==> config.mk <==
export PLATFORM = sky130hd
export DESIGN_NAME = cpu_ctl_seq
export DESIGN_NICKNAME = d
export VERILOG_FILES = /design/src/rtl/cpu_pkg.sv /design/src/rtl/cpu_ctl_seq.sv
export SDC_FILE = /design/constraint.sdc
export NUM_CORES = 1
export LEC_CHECK = 0
export ABC_AREA = 1
export CAP_MARGIN = 20
export CORE_AREA = 2 2 39 41
export DETAILED_ROUTE_END_ITERATION = 7
export DIE_AREA = 0 0 41 43
export HOLD_SLACK_MARGIN = 0.03
export SLEW_MARGIN = 0
export SYNTH_ARGS = -nofsm -noshare
export SYNTH_HDL_FRONTEND = slang
export SYNTH_SLANG_ARGS = --single-unit
==> constraint.sdc <==
create_clock -name clk -period 1.1 [get_ports clk]
set_input_delay 0.11 -clock clk [delete_from_list [all_inputs] [get_ports clk]]
set_output_delay 0.11 -clock clk [all_outputs]
set_load 0.01 [all_outputs]
==> src/rtl/cpu_pkg.sv <==
// Shared constants for the 8-bit accumulator CPU: opcodes, sequencer
// phase encodings and the ALU-operation membership test.
package cpu_pkg;

  localparam int OPW = 3;

  localparam logic [2:0] OP_HLT = 3'b000;
  localparam logic [2:0] OP_SKZ = 3'b001;
  localparam logic [2:0] OP_ADD = 3'b010;
  localparam logic [2:0] OP_AND = 3'b011;
  localparam logic [2:0] OP_XOR = 3'b100;
  localparam logic [2:0] OP_LDA = 3'b101;
  localparam logic [2:0] OP_STO = 3'b110;
  localparam logic [2:0] OP_JMP = 3'b111;

  // HALTED keeps the low bits at 4 so the debug phase shows where it stopped.
  localparam logic [3:0] S_P0   = 4'd0;
  localparam logic [3:0] S_P1   = 4'd1;
  localparam logic [3:0] S_P2   = 4'd2;
  localparam logic [3:0] S_P3   = 4'd3;
  localparam logic [3:0] S_P4   = 4'd4;
  localparam logic [3:0] S_P5   = 4'd5;
  localparam logic [3:0] S_P6   = 4'd6;
  localparam logic [3:0] S_P7   = 4'd7;
  localparam logic [3:0] S_HALT = 4'b1100;

  function automatic logic is_aluop(input logic [2:0] op);
    return (op == OP_ADD) || (op == OP_AND) ||
           (op == OP_XOR) || (op == OP_LDA);
  endfunction

endpackage

==> src/rtl/cpu_ctl_seq.sv <==
// Eight-phase fetch/execute control sequencer with memory wait states
// and a sticky HLT state.
// Ports: clk, rst (sync, active-high), ena, opcode, zero, mem_rdy in;
//        sel, rd, wr, ld_ir, inc_pc, ld_pc, ld_ac, data_e, halt,
//        phase[2:0] out.
module cpu_ctl_seq
  import cpu_pkg::*;
#(
  parameter int OPW = 3
) (
  input  logic           clk,
  input  logic           rst,
  input  logic           ena,
  input  logic [OPW-1:0] opcode,
  input  logic           zero,
  input  logic           mem_rdy,
  output logic           sel,
  output logic           rd,
  output logic           wr,
  output logic           ld_ir,
  output logic           inc_pc,
  output logic           ld_pc,
  output logic           ld_ac,
  output logic           data_e,
  output logic           halt,
  output logic [2:0]     phase
);

  logic [3:0] r_state;
  logic [3:0] w_next;
  logic       w_alu;
  logic       w_sto;
  logic       w_jmp;
  logic       w_skz;
  logic       w_hlt;
  logic       w_done7;

  assign w_alu = is_aluop(opcode);
  assign w_sto = (opcode == OP_STO);
  assign w_jmp = (opcode == OP_JMP);
  assign w_skz = (opcode == OP_SKZ);
  assign w_hlt = (opcode == OP_HLT);

  // P7 only waits on memory for ops that touch it; others finish at once.
  assign w_done7 = !(w_alu || w_sto) || mem_rdy;

  assign phase = r_state[2:0];

  always_ff @(posedge clk) begin
    if (rst) r_state <= S_P0;
    else     r_state <= w_next;
  end

  always_comb begin
    w_next = r_state;
    sel    = 1'b0;
    rd     = 1'b0;
    wr     = 1'b0;
    ld_ir  = 1'b0;
    inc_pc = 1'b0;
    ld_pc  = 1'b0;
    ld_ac  = 1'b0;
    data_e = 1'b0;
    halt   = 1'b0;
    unique case (r_state)
      S_P0: begin
        sel = 1'b1;
        if (ena) w_next = S_P1;
      end
      S_P1: begin
        sel    = 1'b1;
        rd     = 1'b1;
        w_next = S_P2;
      end
      S_P2: begin
        sel   = 1'b1;
        rd    = 1'b1;
        ld_ir = mem_rdy;
        if (mem_rdy) w_next = S_P3;
      end
      S_P3: begin
        sel    = 1'b1;
        rd     = 1'b1;
        w_next = S_P4;
      end
      S_P4: begin
        inc_pc = 1'b1;
        halt   = w_hlt;
        w_next = w_hlt ? S_HALT : S_P5;
      end
      S_P5: begin
        rd     = w_alu;
        w_next = S_P6;
      end
      S_P6: begin
        rd     = w_alu;
        inc_pc = w_skz && zero;
        ld_pc  = w_jmp;
        data_e = w_sto;
        w_next = S_P7;
      end
      S_P7: begin
        rd     = w_alu;
        data_e = w_sto;
        ld_ac  = w_alu && w_done7;
        wr     = w_sto && w_done7;
        ld_pc  = w_jmp && w_done7;
        inc_pc = w_jmp && w_done7;
        if (w_done7) w_next = S_P0;
      end
      S_HALT: begin
        halt = 1'b1;
      end
      default: begin
        w_next = S_P0;
      end
    endcase
  end

endmodule

==> impl_results.md, run 1 <==
* Outcome: finished with violations
* Failing checks: negative setup slack
* Final setup fails at 13
* Top cell type's share of synthesized area at 0.191
* Met2 wire len at 789 um
* CTS Buffer Depth at 2
* Buf+Inv Stages, Crit Path at 2
* Biggest regs: r_state (4)
* Unrepaired setup endpoints after global routing: true
* CTS buffer count at 3
* Top Layer Used: met3
* Worst vdd ir at 1.23 mV
* Routed Wire Length at 1.44 mm
* Slowest-stage cell, CP: dfxtp_4
* Placed inst area at 762 um2
* Slew headroom at 0.884
* Setup slack after layout at -0.221 ns
* I/O pin count at 20
* Worst Setup Start Kind: register
* CTS H-Tree Depth at 1
* Met3 wire len at 50 um
* Vias at 616
* Cell leakage power at 0.000478 uW
* Synth Instances at 78
* Worst skew pair latency at 0.24 ns
* CTS tree: done
* Die X at 41 um
* Congestion Overflow GR at 0
* Routability Congestion at 0.807
* Area contributors post-synth: dfxtp_1 19%, nand2_1 17%, inv_1 13%
* First-pass GRT wire length at 2.04 mm
* # clock sinks at 4
* Total die area at 1760 um2
* # port buffers at 19
* Worst path max stage delay at 0.36 ns
* Critical path endpoint category: output pin
* Syn nets at 86
* Final count of hold timing violations at 0
* Pwr/cell area at 1890 nW/um2
* Worst EP arrival at 1.21 ns
* Commonest non-fill, non-tap cell in the layout: buf_4
* Layout cells sized above 1 at 0.550
* Max-capacitance violation count at 0
* Max reg flops at 4
* Drt pass-1 iters at 4
* Mapped Avg Cell Area at 5.37 um2
* Slew Viols, Final at 0
* Routed len/inst at 10.6 um
* Chip Height at 43 um
* Clk_skew at 0.00282 ns
* Syn-to-layout area delta at 113%
* # rows at 14
* Hold WC Path Type: input port to register
* CP Max Fanout at 5
* Hold Buf Count CTS at 0
* Sequential share of the synthesized area at 0.191
* Post-DP HPWL at 1.03 mm
* Layout fillers at 139
* Tot GR Track Use at 0.172
* Iteration-0 DRC Markers at 16
* Initial core utilization at 0.303
* Sequence of cells on the critical path: buf_6 > nor2_4 > nand3_4 > o31ai_4 > buf_2
* Largest net degree at the start of global routing at 6
* Slew of the pin with the lowest slew margin at 0.173 ns
* Vias/cell at 4.53
* DR DRC count at 0
* Synthesized flop and latch total at 4
* Core area at 1380 um2
* Clk slew on worst S/H paths at 0.04 ns
* Final instance area at 893 um2
* Post-synthesis cell area at 419 um2
* Top reg by flops: r_state
* Tmin final at 1.32 ns
* Worst path top cell family by delay: flip-flops
* Clk root buf: clkbuf_4
* Critical path type: register to output pin
* Synth Warn # at 0
* Nets at 130
* Vias in the first global route at 536
* Final period util at 1.20
* Max Clk Rate at 0.757 GHz
* Synth area leader: dfxtp_1
* Antenna violations before repair at 0
* Pre-CTS setup slack at -0.677 ns
* Diodes inserted at 0
* Post-synth cell types at 17
* Commonest cells after routing, fill and taps aside: 18 x buf_4, 15 x nand2_1, 11 x inv_1
* Post-route ant nets at 0
* M1 WL at 602 um
* Critical Path RT at 0.99 ns
[power by group]
part           switching [uW]  internal [uW]  leakage, uW  total (uW)
Combinational             584            618     0.000428        1200
Clock                    67.7            123    0.0000138         190
Sequential               76.7            220    0.0000353         297
Total                     728            961     0.000478        1690
[cell type report]
| cell class | count | area, um2 | area share |
|---|---|---|---|
| multi-input cells | 55 | 364 | 0.408 |
| repair buffers | 42 | 334 | 0.374 |
| flip-flops and latches | 4 | 92.6 | 0.104 |
| inverters | 16 | 60.1 | 0.0672 |
| clock buffers | 3 | 22.5 | 0.0252 |
| well taps | 16 | 20.0 | 0.0224 |
[worst reg2reg max path: cells and delay by family (launching register included)]
kind                   cells  cell delay, ns
buffers and inverters      3            0.31
flip-flops                 1            0.36
AND/OR/NAND/NOR            6            0.45
[cells in the mapped netlist]
| library cell | instances |
|---|---|
| buf_4 | 3 |
| nor3b_1 | 1 |
| inv_2 | 1 |
| a211oi_1 | 1 |
| nor2_1 | 13 |
| nand3_1 | 10 |
| a21oi_1 | 1 |
| nand4_1 | 1 |
| o21ai_0 | 2 |
| o31ai_2 | 1 |
| nor3_1 | 1 |
| inv_1 | 15 |
| nand2_2 | 1 |
| nor2_2 | 3 |
| dfxtp_1 | 4 |
| nand3b_1 | 1 |
| nand2_1 | 19 |
[cell families after synthesis]
group | count (synthesis) | share of synthesized area
simple gates | 50 | 0.528
buf+inv | 19 | 0.197
compound gates | 5 | 0.0836
flops | 4 | 0.191
[stage by stage]
step | utilization | std cells | setup TNS, ns | total power, uW | hold WS, ns
detailed placement | 0.551 | 130 | -6.13 | 1230 | 0.658
global route | 0.646 | 136 | -2.19 | 1820 | 0.523
floorplan | - | 78 | 0 | 732 | 0.258
CTS | 0.599 | 136 | -1.62 | 1580 | 0.500
finish | 0.646 | 136 | -1.37 | 1690 | 0.511
global placement | 0.551 | 130 | -6.02 | 1220 | 0.655
[what timing repair did]
| action | 4_1_cts | 5_1_grt |
|---|---|---|
| buffers inserted | 3 | 1 |
| pin swaps | 7 | 6 |
| setup endpoints to repair | 15 | 15 |
| gates cloned | 0 | 0 |
| gates resized for setup | 68 | 20 |
[per-layer routing]
| metal | GRT usage | up-vias |
|---|---|---|
| li1 | - | 328 |
| met1 | 0.209 | 276 |
| met2 | 0.266 | 12 |
| met3 | 0.0785 | 0 |
| met4 | 0.0400 | 0 |
| met5 | 0 | - |
[final timing paths]
check                                              from                       to  slack, ns  depth (start not counted)
worst min register to register  r_state[3]$_SDFFE_PP0P_  r_state[1]$_SDFFE_PP0P_       0.77                          6
worst max register to register  r_state[0]$_SDFFE_PP0P_  r_state[1]$_SDFFE_PP0P_      -0.08                          9
worst min-delay path                                rst  r_state[1]$_SDFFE_PP0P_       0.51                          4
worst max-delay path            r_state[0]$_SDFFE_PP0P_                     halt      -0.22                          5
Power figures use the tool's default switching activity.
==> run 2: changes to the inputs <==
TNS_END_PERCENT = 5   (was default)
==> impl_results.md, run 2 (synthesis results as in run 1) <==
* Outcome: finished with violations
* Failing checks: negative setup slack
* Slew of the pin with the lowest slew margin at 0.236 ns (+0.0621 ns)
* Final Util at 0.597 (-0.0488)
* Clk slew on worst S/H paths at 0.04 ns (about the same)
* Setup slack after layout at -0.265 ns (-0.0437 ns)
* Layout fillers at 157 (+13%)
* Critical path endpoint category: output pin
* # port buffers at 19 (unchanged)
* Routability Congestion at 0.807 (unchanged)
* Drt pass-1 iters at 4 (unchanged)
* Vias at 579 (-6.0%)
* Routed Wire Length at 1.29 mm (-11%)
* Setup_tns at -1.54 ns (-0.173 ns)
* Max Clk Rate at 0.733 GHz (-3.2%)
* Cell leakage power at 0.000473 uW (-0.90%)
* Layout cells sized above 1 at 0.487 (-0.0626)
* Slew headroom at 0.842 (-0.0421)
* Commonest non-fill, non-tap cell in the layout: buf_4
* First-pass GRT wire length at 1.97 mm (-3.4%)
* # clock sinks at 4 (unchanged)
* Clk_skew at 0.00149 ns (-0.00134 ns)
* Power Internal at 870 uW (-9.5%)
* Die X at 41 um (unchanged)
* Gate power share at 0.688 (-0.024)
* Total power at 1520 uW (-10%)
* Core area at 1380 um2 (unchanged)
* NetSw at 647 uW (-11%)
* Worst EP arrival at 1.26 ns (+0.05 ns)
* Critical Path RT at 0.99 ns (about the same)
* CTS H-Tree Depth at 1 (unchanged)
* Worst Setup Start Kind: register
* Chip Height at 43 um (unchanged)
* Max-capacitance violation count at 0 (unchanged)
* DR DRC count at 0 (unchanged)
* Clock Power Share at 0.123 (+0.010)
* Max reg flops at 4 (unchanged)
* Syn-to-layout area delta at 97.0%
* Critical path type: register to output pin
* Biggest regs: r_state (4)
* Worst vdd ir at 1.09 mV (-12%)
* CTS buffer count at 3 (unchanged)
* Pwr/cell area at 1840 nW/um2 (-2.8%)
* Final period util at 1.24 (+0.0398)
* Total die area at 1760 um2 (unchanged)
* Commonest cells after routing, fill and taps aside: 21 x buf_4, 17 x nand2_1, 14 x inv_1
* Largest net degree at the start of global routing at 6 (unchanged)
* Routed len/inst at 9.56 um (-9.9%)
* Post-DP HPWL at 1.03 mm (unchanged)
* Initial core utilization at 0.303 (unchanged)
* Vias/cell at 4.29 (-5.3%)
* Top reg by flops: r_state
* Post-route ant nets at 0 (unchanged)
* Tmin final at 1.37 ns (+0.0437 ns)
* Vias in the first global route at 512 (-4.5%)
* Final setup fails at 12 (-1)
* Sequential share of power at 0.189 (+0.013)
* Sw frac at 0.426 (-0.00465)
* Worst skew pair latency at 0.24 ns (about the same)
* Iteration-0 DRC Markers at 6 (-10)
* Clk root buf: clkbuf_4
* Final count of hold timing violations at 0 (unchanged)
* Unrepaired setup endpoints after global routing: true
* I/O pin count at 20 (unchanged)
* CTS tree: done
* Reg2Reg Setup Slack at -0.12 ns (-0.04 ns)
* Nets at 129 (-0.77%)
* CTS Buffer Depth at 2 (unchanged)
* Pre-CTS setup slack at -0.677 ns (unchanged)
* Congestion Overflow GR at 0 (unchanged)
* Non-Filler Instances at 135 (-0.74%)
* Placed insts at 130 (unchanged)
* Antenna violations before repair at 0 (unchanged)
* Slew Viols, Final at 0 (unchanged)
* CP Max Fanout at 4 (-1)
* Diodes inserted at 0 (unchanged)
* # rows at 14 (unchanged)
* Hold WC Path Type: input port to register
* Tot GR Track Use at 0.166 (-0.00602)
==> run 2: changes by cell type in the layout (fill, tap and decap cells not counted), sizes merged <==
cell / change
clkdlybuf4s15: -1
==> run 2: final cells by class <==
| type | instances | area (um2) | share of cell area |
|---|---|---|---|
| repair buffers | 41 | 313 | 0.379 |
| well taps | 16 | 20.0 | 0.0242 |
| inverters | 16 | 60.1 | 0.0727 |
| flip-flops and latches | 4 | 87.6 | 0.106 |
| multi-input cells | 55 | 323 | 0.391 |
| clock buffers | 3 | 22.5 | 0.0273 |
==> run 2: final timing paths <==
| kind | startpoint | endpoint | depth (start not counted) |
|---|---|---|---|
| worst max-delay path | r_state[1]$_SDFFE_PP0P_ | halt | 5 |
| worst min-delay path | opcode[0] | r_state[3]$_SDFFE_PP0P_ | 6 |
| worst max register to register | r_state[1]$_SDFFE_PP0P_ | r_state[1]$_SDFFE_PP0P_ | 9 |
| worst min register to register | r_state[2]$_SDFFE_PP0P_ | r_state[3]$_SDFFE_PP0P_ | 4 |
==> run 2: timing repair <==
action / CTS / global route
hold buffers: 0 / 0
resized for setup: 54 / 17
endpoints found under the hold margin: 0 / 0
buffers inserted: 1 / 1
endpoints found under the setup margin: 15 / 14
pin swaps: 4 / 2
gates cloned: 0 / 0
==> run 2: worst max-delay path: stages, from the launching register on <==
cell and delay [ns]:
dfxtp_2 0.34, buf_4 0.14, nor2_4 0.15, nand3_2 0.12
o31ai_2 0.09, buf_2 0.18
==> run 2: routing by layer <==
| metal | GRT usage | share of wire | vias to the layer above |
|---|---|---|---|
| met2 | 0.244 | 0.49 | 11 |
| met5 | 0 | 0 | - |
| met4 | 0.0400 | 0 | 0 |
| met1 | 0.212 | 0.47 | 245 |
| met3 | 0.0785 | 0.043 | 0 |
| li1 | - | - | 323 |
==> run 2: through the flow <==
| step | hold slack [ns] | cell area [um2] |
|---|---|---|
| after floorplan | 0.258 | 424 |
| after global placement | 0.655 | 762 |
| after detailed placement | 0.658 | 762 |
| after CTS | 0.500 | 782 |
| after global routing | 0.526 | 826 |
| final | 0.499 | 826 |
==> run 2: power by group through the flow <==
stage               Sequential, uW  Combinational, uW  Clock [uW]
floorplan                      246                486           0
global placement               244                974           0
detailed placement             246                980           0
CTS                            268                977         195
global route                   293               1140         212
finish                         287               1040         187
